===== src/rtl/ps2_pkg.sv =====
// Shared constants, FSM state type and keymap entry helpers for the PS/2 set-2 decoder.
// Caps-lock support is compiled in only when PS2_CAPS_LOCK_EN is defined.
package ps2_pkg;

    localparam logic [7:0] PS2_BREAK  = 8'hF0;
    localparam logic [7:0] PS2_EXT    = 8'hE0;
    localparam logic [7:0] PS2_LSHIFT = 8'h12;
    localparam logic [7:0] PS2_RSHIFT = 8'h59;
    localparam logic [7:0] PS2_CAPS   = 8'h58;

    typedef enum logic [1:0] {
        ST_IDLE    = 2'd0,
        ST_BRK     = 2'd1,
        ST_EXT     = 2'd2,
        ST_EXT_BRK = 2'd3
    } ps2_state_t;

    // letter = 1 means caps lock participates in the case choice.
    typedef struct packed {
        logic       hit;
        logic       letter;
        logic [7:0] plain;
        logic [7:0] shifted;
    } key_entry_t;

    localparam key_entry_t KEY_NONE = '{hit: 1'b0, letter: 1'b0, plain: 8'h00, shifted: 8'h00};

    function automatic key_entry_t key_letter(input logic [7:0] lower);
        return '{hit: 1'b1, letter: 1'b1, plain: lower, shifted: lower - 8'h20};
    endfunction

    function automatic key_entry_t key_pair(input logic [7:0] plain, input logic [7:0] shifted);
        return '{hit: 1'b1, letter: 1'b0, plain: plain, shifted: shifted};
    endfunction

    function automatic key_entry_t key_ctrl(input logic [7:0] code);
        return '{hit: 1'b1, letter: 1'b0, plain: code, shifted: code};
    endfunction

endpackage


===== src/rtl/ps2_keymap.sv =====
// Combinational US-layout lookup: set-2 make code plus shift/caps state to ASCII.
// Codes with no entry (including modifiers) report hit = 0.
module ps2_keymap
    import ps2_pkg::*;
(
    input  logic [7:0] scan_code,
    input  logic       shift,
    input  logic       caps,
    output logic [7:0] ascii,
    output logic       hit
);

    key_entry_t w_entry;
    logic       w_upper;

    // NOTE: the default assignment before the case keeps this block latch-free.
    always_comb begin
        w_entry = KEY_NONE;
        case (scan_code)
            8'h1C: w_entry = key_letter(8'h61);
            8'h32: w_entry = key_letter(8'h62);
            8'h21: w_entry = key_letter(8'h63);
            8'h23: w_entry = key_letter(8'h64);
            8'h24: w_entry = key_letter(8'h65);
            8'h2B: w_entry = key_letter(8'h66);
            8'h34: w_entry = key_letter(8'h67);
            8'h33: w_entry = key_letter(8'h68);
            8'h43: w_entry = key_letter(8'h69);
            8'h3B: w_entry = key_letter(8'h6A);
            8'h42: w_entry = key_letter(8'h6B);
            8'h4B: w_entry = key_letter(8'h6C);
            8'h3A: w_entry = key_letter(8'h6D);
            8'h31: w_entry = key_letter(8'h6E);
            8'h44: w_entry = key_letter(8'h6F);
            8'h4D: w_entry = key_letter(8'h70);
            8'h15: w_entry = key_letter(8'h71);
            8'h2D: w_entry = key_letter(8'h72);
            8'h1B: w_entry = key_letter(8'h73);
            8'h2C: w_entry = key_letter(8'h74);
            8'h3C: w_entry = key_letter(8'h75);
            8'h2A: w_entry = key_letter(8'h76);
            8'h1D: w_entry = key_letter(8'h77);
            8'h22: w_entry = key_letter(8'h78);
            8'h35: w_entry = key_letter(8'h79);
            8'h1A: w_entry = key_letter(8'h7A);
            // Digit row: 0..9 plain, )!@#$%^&*( shifted.
            8'h45: w_entry = key_pair(8'h30, 8'h29);
            8'h16: w_entry = key_pair(8'h31, 8'h21);
            8'h1E: w_entry = key_pair(8'h32, 8'h40);
            8'h26: w_entry = key_pair(8'h33, 8'h23);
            8'h25: w_entry = key_pair(8'h34, 8'h24);
            8'h2E: w_entry = key_pair(8'h35, 8'h25);
            8'h36: w_entry = key_pair(8'h36, 8'h5E);
            8'h3D: w_entry = key_pair(8'h37, 8'h26);
            8'h3E: w_entry = key_pair(8'h38, 8'h2A);
            8'h46: w_entry = key_pair(8'h39, 8'h28);
            8'h4E: w_entry = key_pair(8'h2D, 8'h5F);
            8'h55: w_entry = key_pair(8'h3D, 8'h2B);
            8'h41: w_entry = key_pair(8'h2C, 8'h3C);
            8'h49: w_entry = key_pair(8'h2E, 8'h3E);
            8'h4A: w_entry = key_pair(8'h2F, 8'h3F);
            8'h4C: w_entry = key_pair(8'h3B, 8'h3A);
            8'h52: w_entry = key_pair(8'h27, 8'h22);
            8'h0E: w_entry = key_pair(8'h60, 8'h7E);
            8'h29: w_entry = key_ctrl(8'h20);
            8'h5A: w_entry = key_ctrl(8'h0D);
            8'h66: w_entry = key_ctrl(8'h08);
            8'h0D: w_entry = key_ctrl(8'h09);
            8'h76: w_entry = key_ctrl(8'h1B);
            default: w_entry = KEY_NONE;
        endcase
    end

    assign w_upper = w_entry.letter ? (shift ^ caps) : shift;
    assign ascii   = w_upper ? w_entry.shifted : w_entry.plain;
    assign hit     = w_entry.hit;

endmodule


===== src/rtl/ps2_ascii_decoder.sv =====
// PS/2 set-2 scan-code stream to ASCII: prefix FSM, shift/caps tracking, one strobe per mapped make.
// Define PS2_CAPS_LOCK_EN to build the caps-lock register; otherwise caps_on is tied low.
module ps2_ascii_decoder
    import ps2_pkg::*;
(
    input  logic       clk,
    input  logic       rst,
    input  logic [7:0] scan_code,
    input  logic       scan_valid,
    output logic [7:0] char_out,
    output logic       char_recv,
    output logic       caps_on
);

    ps2_state_t r_state;
    logic       r_shift_l;
    logic       r_shift_r;
    logic [7:0] r_char;
    logic       r_recv;
    logic       w_caps;
    logic       w_shift;
    logic [7:0] w_ascii;
    logic       w_hit;

`ifdef PS2_CAPS_LOCK_EN
    logic r_caps;
    assign w_caps = r_caps;
`else
    assign w_caps = 1'b0;
`endif

    assign w_shift = r_shift_l | r_shift_r;

    ps2_keymap u_keymap (
        .scan_code (scan_code),
        .shift     (w_shift),
        .caps      (w_caps),
        .ascii     (w_ascii),
        .hit       (w_hit)
    );

    // NOTE: sequential state uses non-blocking assignments so every branch sees pre-edge values.
    always_ff @(posedge clk or posedge rst) begin
        if (rst) begin
            r_state   <= ST_IDLE;
            r_shift_l <= 1'b0;
            r_shift_r <= 1'b0;
            r_char    <= 8'h00;
            r_recv    <= 1'b0;
`ifdef PS2_CAPS_LOCK_EN
            r_caps    <= 1'b0;
`endif
        end else begin
            r_recv <= 1'b0;
            if (scan_valid) begin
                case (r_state)
                    ST_IDLE: begin
                        if (scan_code == PS2_BREAK) begin
                            r_state <= ST_BRK;
                        end else if (scan_code == PS2_EXT) begin
                            r_state <= ST_EXT;
                        end else if (scan_code == PS2_LSHIFT) begin
                            r_shift_l <= 1'b1;
                        end else if (scan_code == PS2_RSHIFT) begin
                            r_shift_r <= 1'b1;
`ifdef PS2_CAPS_LOCK_EN
                        end else if (scan_code == PS2_CAPS) begin
                            r_caps <= ~r_caps;
`endif
                        end else if (w_hit) begin
                            r_char <= w_ascii;
                            r_recv <= 1'b1;
                        end
                    end
                    ST_BRK: begin
                        if (scan_code == PS2_LSHIFT) begin
                            r_shift_l <= 1'b0;
                        end else if (scan_code == PS2_RSHIFT) begin
                            r_shift_r <= 1'b0;
                        end
                        r_state <= ST_IDLE;
                    end
                    // Extended makes and breaks (including fake shift E0 12) are dropped.
                    ST_EXT: begin
                        r_state <= (scan_code == PS2_BREAK) ? ST_EXT_BRK : ST_IDLE;
                    end
                    ST_EXT_BRK: begin
                        r_state <= ST_IDLE;
                    end
                    default: begin
                        r_state <= ST_IDLE;
                    end
                endcase
            end
        end
    end

    assign char_out  = r_char;
    assign char_recv = r_recv;
    assign caps_on   = w_caps;

endmodule

===== config.mk =====
export PLATFORM = sky130hd
export DESIGN_NAME = ps2_ascii_decoder
export DESIGN_NICKNAME = d
export VERILOG_FILES = /design/src/rtl/ps2_pkg.sv /design/src/rtl/ps2_keymap.sv /design/src/rtl/ps2_ascii_decoder.sv
export SDC_FILE = /design/constraint.sdc
export NUM_CORES = 1
export LEC_CHECK = 0
export ABC_AREA = 1
export CAP_MARGIN = 20
export CELL_PAD_IN_SITES_DETAIL_PLACEMENT = 0
export CELL_PAD_IN_SITES_GLOBAL_PLACEMENT = 2
export CORE_MARGIN = 5
export CORE_UTILIZATION = 30
export CTS_CLUSTER_DIAMETER = 200
export DETAILED_ROUTE_END_ITERATION = 10
export PLACE_DENSITY_LB_ADDON = 0.1
export SETUP_SLACK_MARGIN = 0.02
export SLEW_MARGIN = 20
export SYNTH_ARGS = -nofsm -noshare
export SYNTH_HDL_FRONTEND = slang
export SYNTH_SLANG_ARGS = --single-unit

===== constraint.sdc =====
create_clock -name clk -period 1.82 [get_ports clk]
set_input_delay 0.273 -clock clk [delete_from_list [all_inputs] [get_ports clk]]
set_output_delay 0.273 -clock clk [all_outputs]
set_load 0.02 [all_outputs]

==> impl_metrics.tcl <==
set metrics [dict create \
    p_int_mw 0.9393 \
    slew_viol_final 0 \
    ant_nets 0 \
    r2r_end "char_out[6]" \
    hold_buffers 0 \
    powerDensity_nw_per_um2 516.2 \
    reg2regPathDepth 11 \
    yosysSeqAreaShare 0.1484 \
    cts.path.max_buffers 2 \
    worstPathCellList "clkdlybuf4s50_1 -> nor2_4 -> buf_4 -> inv_2 -> buf_4 -> a21oi_2 -> nand2_1 -> nand3_1 -> nand3_1 -> nand2_1 -> nand2_1 -> nand2_1" \
    path_depth 12 \
    cp_max_fo 4 \
    path_clk_slew_ns 0.06 \
    crit_end "char_out[3]" \
    syn_area_sq_um 2023 \
    p_seq_frac 0.241 \
    reg2reg_from "r_shift_l" \
    fmax_ghz 0.6153 \
    swShare 0.4128 \
    cp.arrival_ns 1.81 \
    initial_core_util 0.3028 \
    synth_warnings 0 \
    die_h_um 92.12 \
    rows 30 \
    p_leak_nw 1.654 \
    antenna_found_initial 0 \
    tns_ns 0 \
    fill_cells 732 \
    final.period_utilization 0.8930 \
    h-tree-depth 1 \
    syn_to_final_growth_pct 53.18 \
    portBuffers 18 \
    setup_viol 0 \
    clkPwrFrac 0.186 \
    path_buf_inv 4 \
    critPathMostFrequentCell "nand2_1" \
    grt_max_degree 17 \
    start_kind "primary input" \
    rsz0062_at_grt "false" \
    wire_per_inst_um 14.80 \
    cp-end-kind "register" \
    min_path_type "primary input to asynchronous set/reset pin" \
    ios 21 \
    slowest_delay_ns 0.47 \
    maxCapViolCount 0 \
    viasPerCell 4.932 \
    place_ws_ns -0.4858 \
    grt_pass1_vias 2666 \
    status "finished clean" \
    r2r_setup_slack_ns 0.30 \
    timing.hold.ws_ns 0.3416 \
    drc 0 \
    wl_um 8034 \
    yosys.area.top_type "nand2_1" \
    drive_above_1_share 0.3369 \
    hold_violations 0 \
    cp.required_ns 2.01 \
    crit_path_top_delay_cell "clkdlybuf4s50_1" \
    setup_slack_ns 0.1948 \
    cts_tree "yes" \
    post-route-util 0.4639 \
    finalClockSkew_ns 0.002086 \
    synth_top_area_frac 0.2616 \
    grt_pass1_wl_um 13170 \
    ir_drop_uv 315.0 \
    nets 482 \
    cts_root_buffer "clkbuf_8" \
    antenna_cells 0 \
    fp.dieW_um 92.12 \
    dr.first_iter.drc_count 183 \
    startpoint "scan_code[6]" \
    combinationalPowerShare 0.573 \
    grtUsageTotal 0.1948 \
    numCtsBuffers 3 \
    p_switching_mw 0.6604 \
    cts.sink_count 12 \
    clk_latency_ns 0.24 \
    grt_overflow 0 \
    yosysUniqueCellTypes 34 \
    syn_avg_cell_area_sq_um 5.636 \
    post-dp-hpwl_um 6599 \
    period_needed_ns 1.625 \
    criticalPathCategory "primary input to register" \
    p_total_mw 1.600 \
    drtPass1Iterations 5 \
    synth_area_leaders "nand2_1, dfrtp_1, nand3_1" \
    die_area_sq_um 8486 \
    critPathTopFamily "buffers and inverters" \
    num_vias 2678 \
    place_congestion 0.8729 \
    synth-seq-cells 12 \
    coreArea_sq_um 6681 \
    netlist_instances 359 \
]
-- flip-flops by register name (all words and copies together), names as in the netlist --
signal and cells:
r_shift_l 1, r_state 2, char_recv 1, char_out 7, r_shift_r 1
-- timing repair --
action,CTS,global route
pin swaps,4,3
buffers inserted,0,9
setup endpoints to repair,8,10
gates resized for setup,18,24
-- worst min-delay path by stage --
stage,start,to,slack (ns),depth (start not counted)
finish,rst,r_state[0],0.34,2
global route,rst,r_state[0],0.39,2
CTS,rst,char_out[0],0.36,2
detailed placement,char_out[6],char_out[6],0.47,2
global placement,char_out[3],char_out[3],0.49,2
floorplan,rst,char_out[0],0.14,1
-- logic make-up after synthesis --
family	count (synthesis)	synth area share
AOI/OAI and AO/OA	47	0.1391
adders and majority gates	7	0.04329
buffers and inverters	50	0.1255
DFF	12	0.1484
other	1	0.001854
and+or+nand+nor	242	0.5417
-- through the flow --
| step | std cells | instance area, sq um |
|---|---|---|
| finish | 543 | 3099 |
| global route | 543 | 3099 |
| CTS | 534 | 2970 |
| detailed placement | 530 | 2865 |
| global placement | 530 | 2865 |
| floorplan | 360 | 2027 |
-- power groups by stage --
stage / sequential [mW] / combinational [mW] / clock (mW)
6_report: 0.386 / 0.916 / 0.298
5_1_grt: 0.396 / 1.00 / 0.315
4_1_cts: 0.387 / 0.889 / 0.299
3_5_place_dp: 0.390 / 0.874 / 0
3_3_place_gp: 0.393 / 0.882 / 0
2_1_floorplan: 0.460 / 0.407 / 0
-- synth_stat cells --
library cell	instances
buf_6	6
dfrtp_1	12
a21oi_1	12
nor2_2	4
or2_2	1
ha_1	7
inv_2	5
conb_1	1
nor3_1	2
o21ai_2	2
nand2_1	141
o211ai_2	2
o21ai_0	13
clkinv_1	1
nand4_2	1
nand2_4	4
o31ai_1	1
o21ai_1	9
inv_4	1
buf_4	3
o21a_1	1
a21oi_2	2
o211ai_1	2
nand2_2	7
o2111ai_1	1
nor2_4	1
nand3_1	46
nand3b_1	1
nand3_2	4
a31oi_1	2
nor2_1	21
buf_2	6
nand4_1	9
inv_1	28
-- final cells by class --
| type | instances | area [sq um] | area share |
|---|---|---|---|
| Timing Repair Buffer | 114 | 932.1 | 0.3008 |
| Multi-Input combinational cell | 298 | 1570 | 0.5067 |
| Tap cell | 80 | 100.1 | 0.03230 |
| Sequential cell | 12 | 300.3 | 0.09689 |
| Clock buffer | 4 | 55.05 | 0.01776 |
| Inverter | 35 | 141.4 | 0.04562 |
-- metal layers --
metal	vias up	GRT usage	wire length, um
met5	-	0	0
met4	0	0.04827	184
met3	18	0.02789	410
met2	79	0.3084	3526
met1	1207	0.2765	3913
li1	1374	-	-
-- placed cells by master, fill, tap and decap left out, types with 2 or more instances in the layout --
| master | n |
|---|---|
| a21oi_1 | 10 |
| a21oi_2 | 4 |
| a31oi_1 | 2 |
| buf_12 | 2 |
| buf_4 | 92 |
| buf_6 | 2 |
| clkbuf_2 | 2 |
| clkbuf_8 | 4 |
| clkdlybuf4s50_1 | 11 |
| conb_1 | 2 |
| dfrtp_1 | 12 |
| dlymetal6s2s_1 | 4 |
| ha_1 | 3 |
| ha_4 | 3 |
| inv_1 | 24 |
| inv_2 | 7 |
| inv_4 | 2 |
| nand2_1 | 135 |
| nand2_2 | 13 |
| nand2_4 | 4 |
| nand3_1 | 43 |
| nand3_2 | 7 |
| nand4_1 | 9 |
| nor2_1 | 21 |
| nor2_4 | 4 |
| o211ai_1 | 2 |
| o211ai_2 | 2 |
| o21ai_0 | 12 |
| o21ai_1 | 10 |
| o21ai_2 | 2 |
Note: power is estimated with default switching activity, not from simulation.
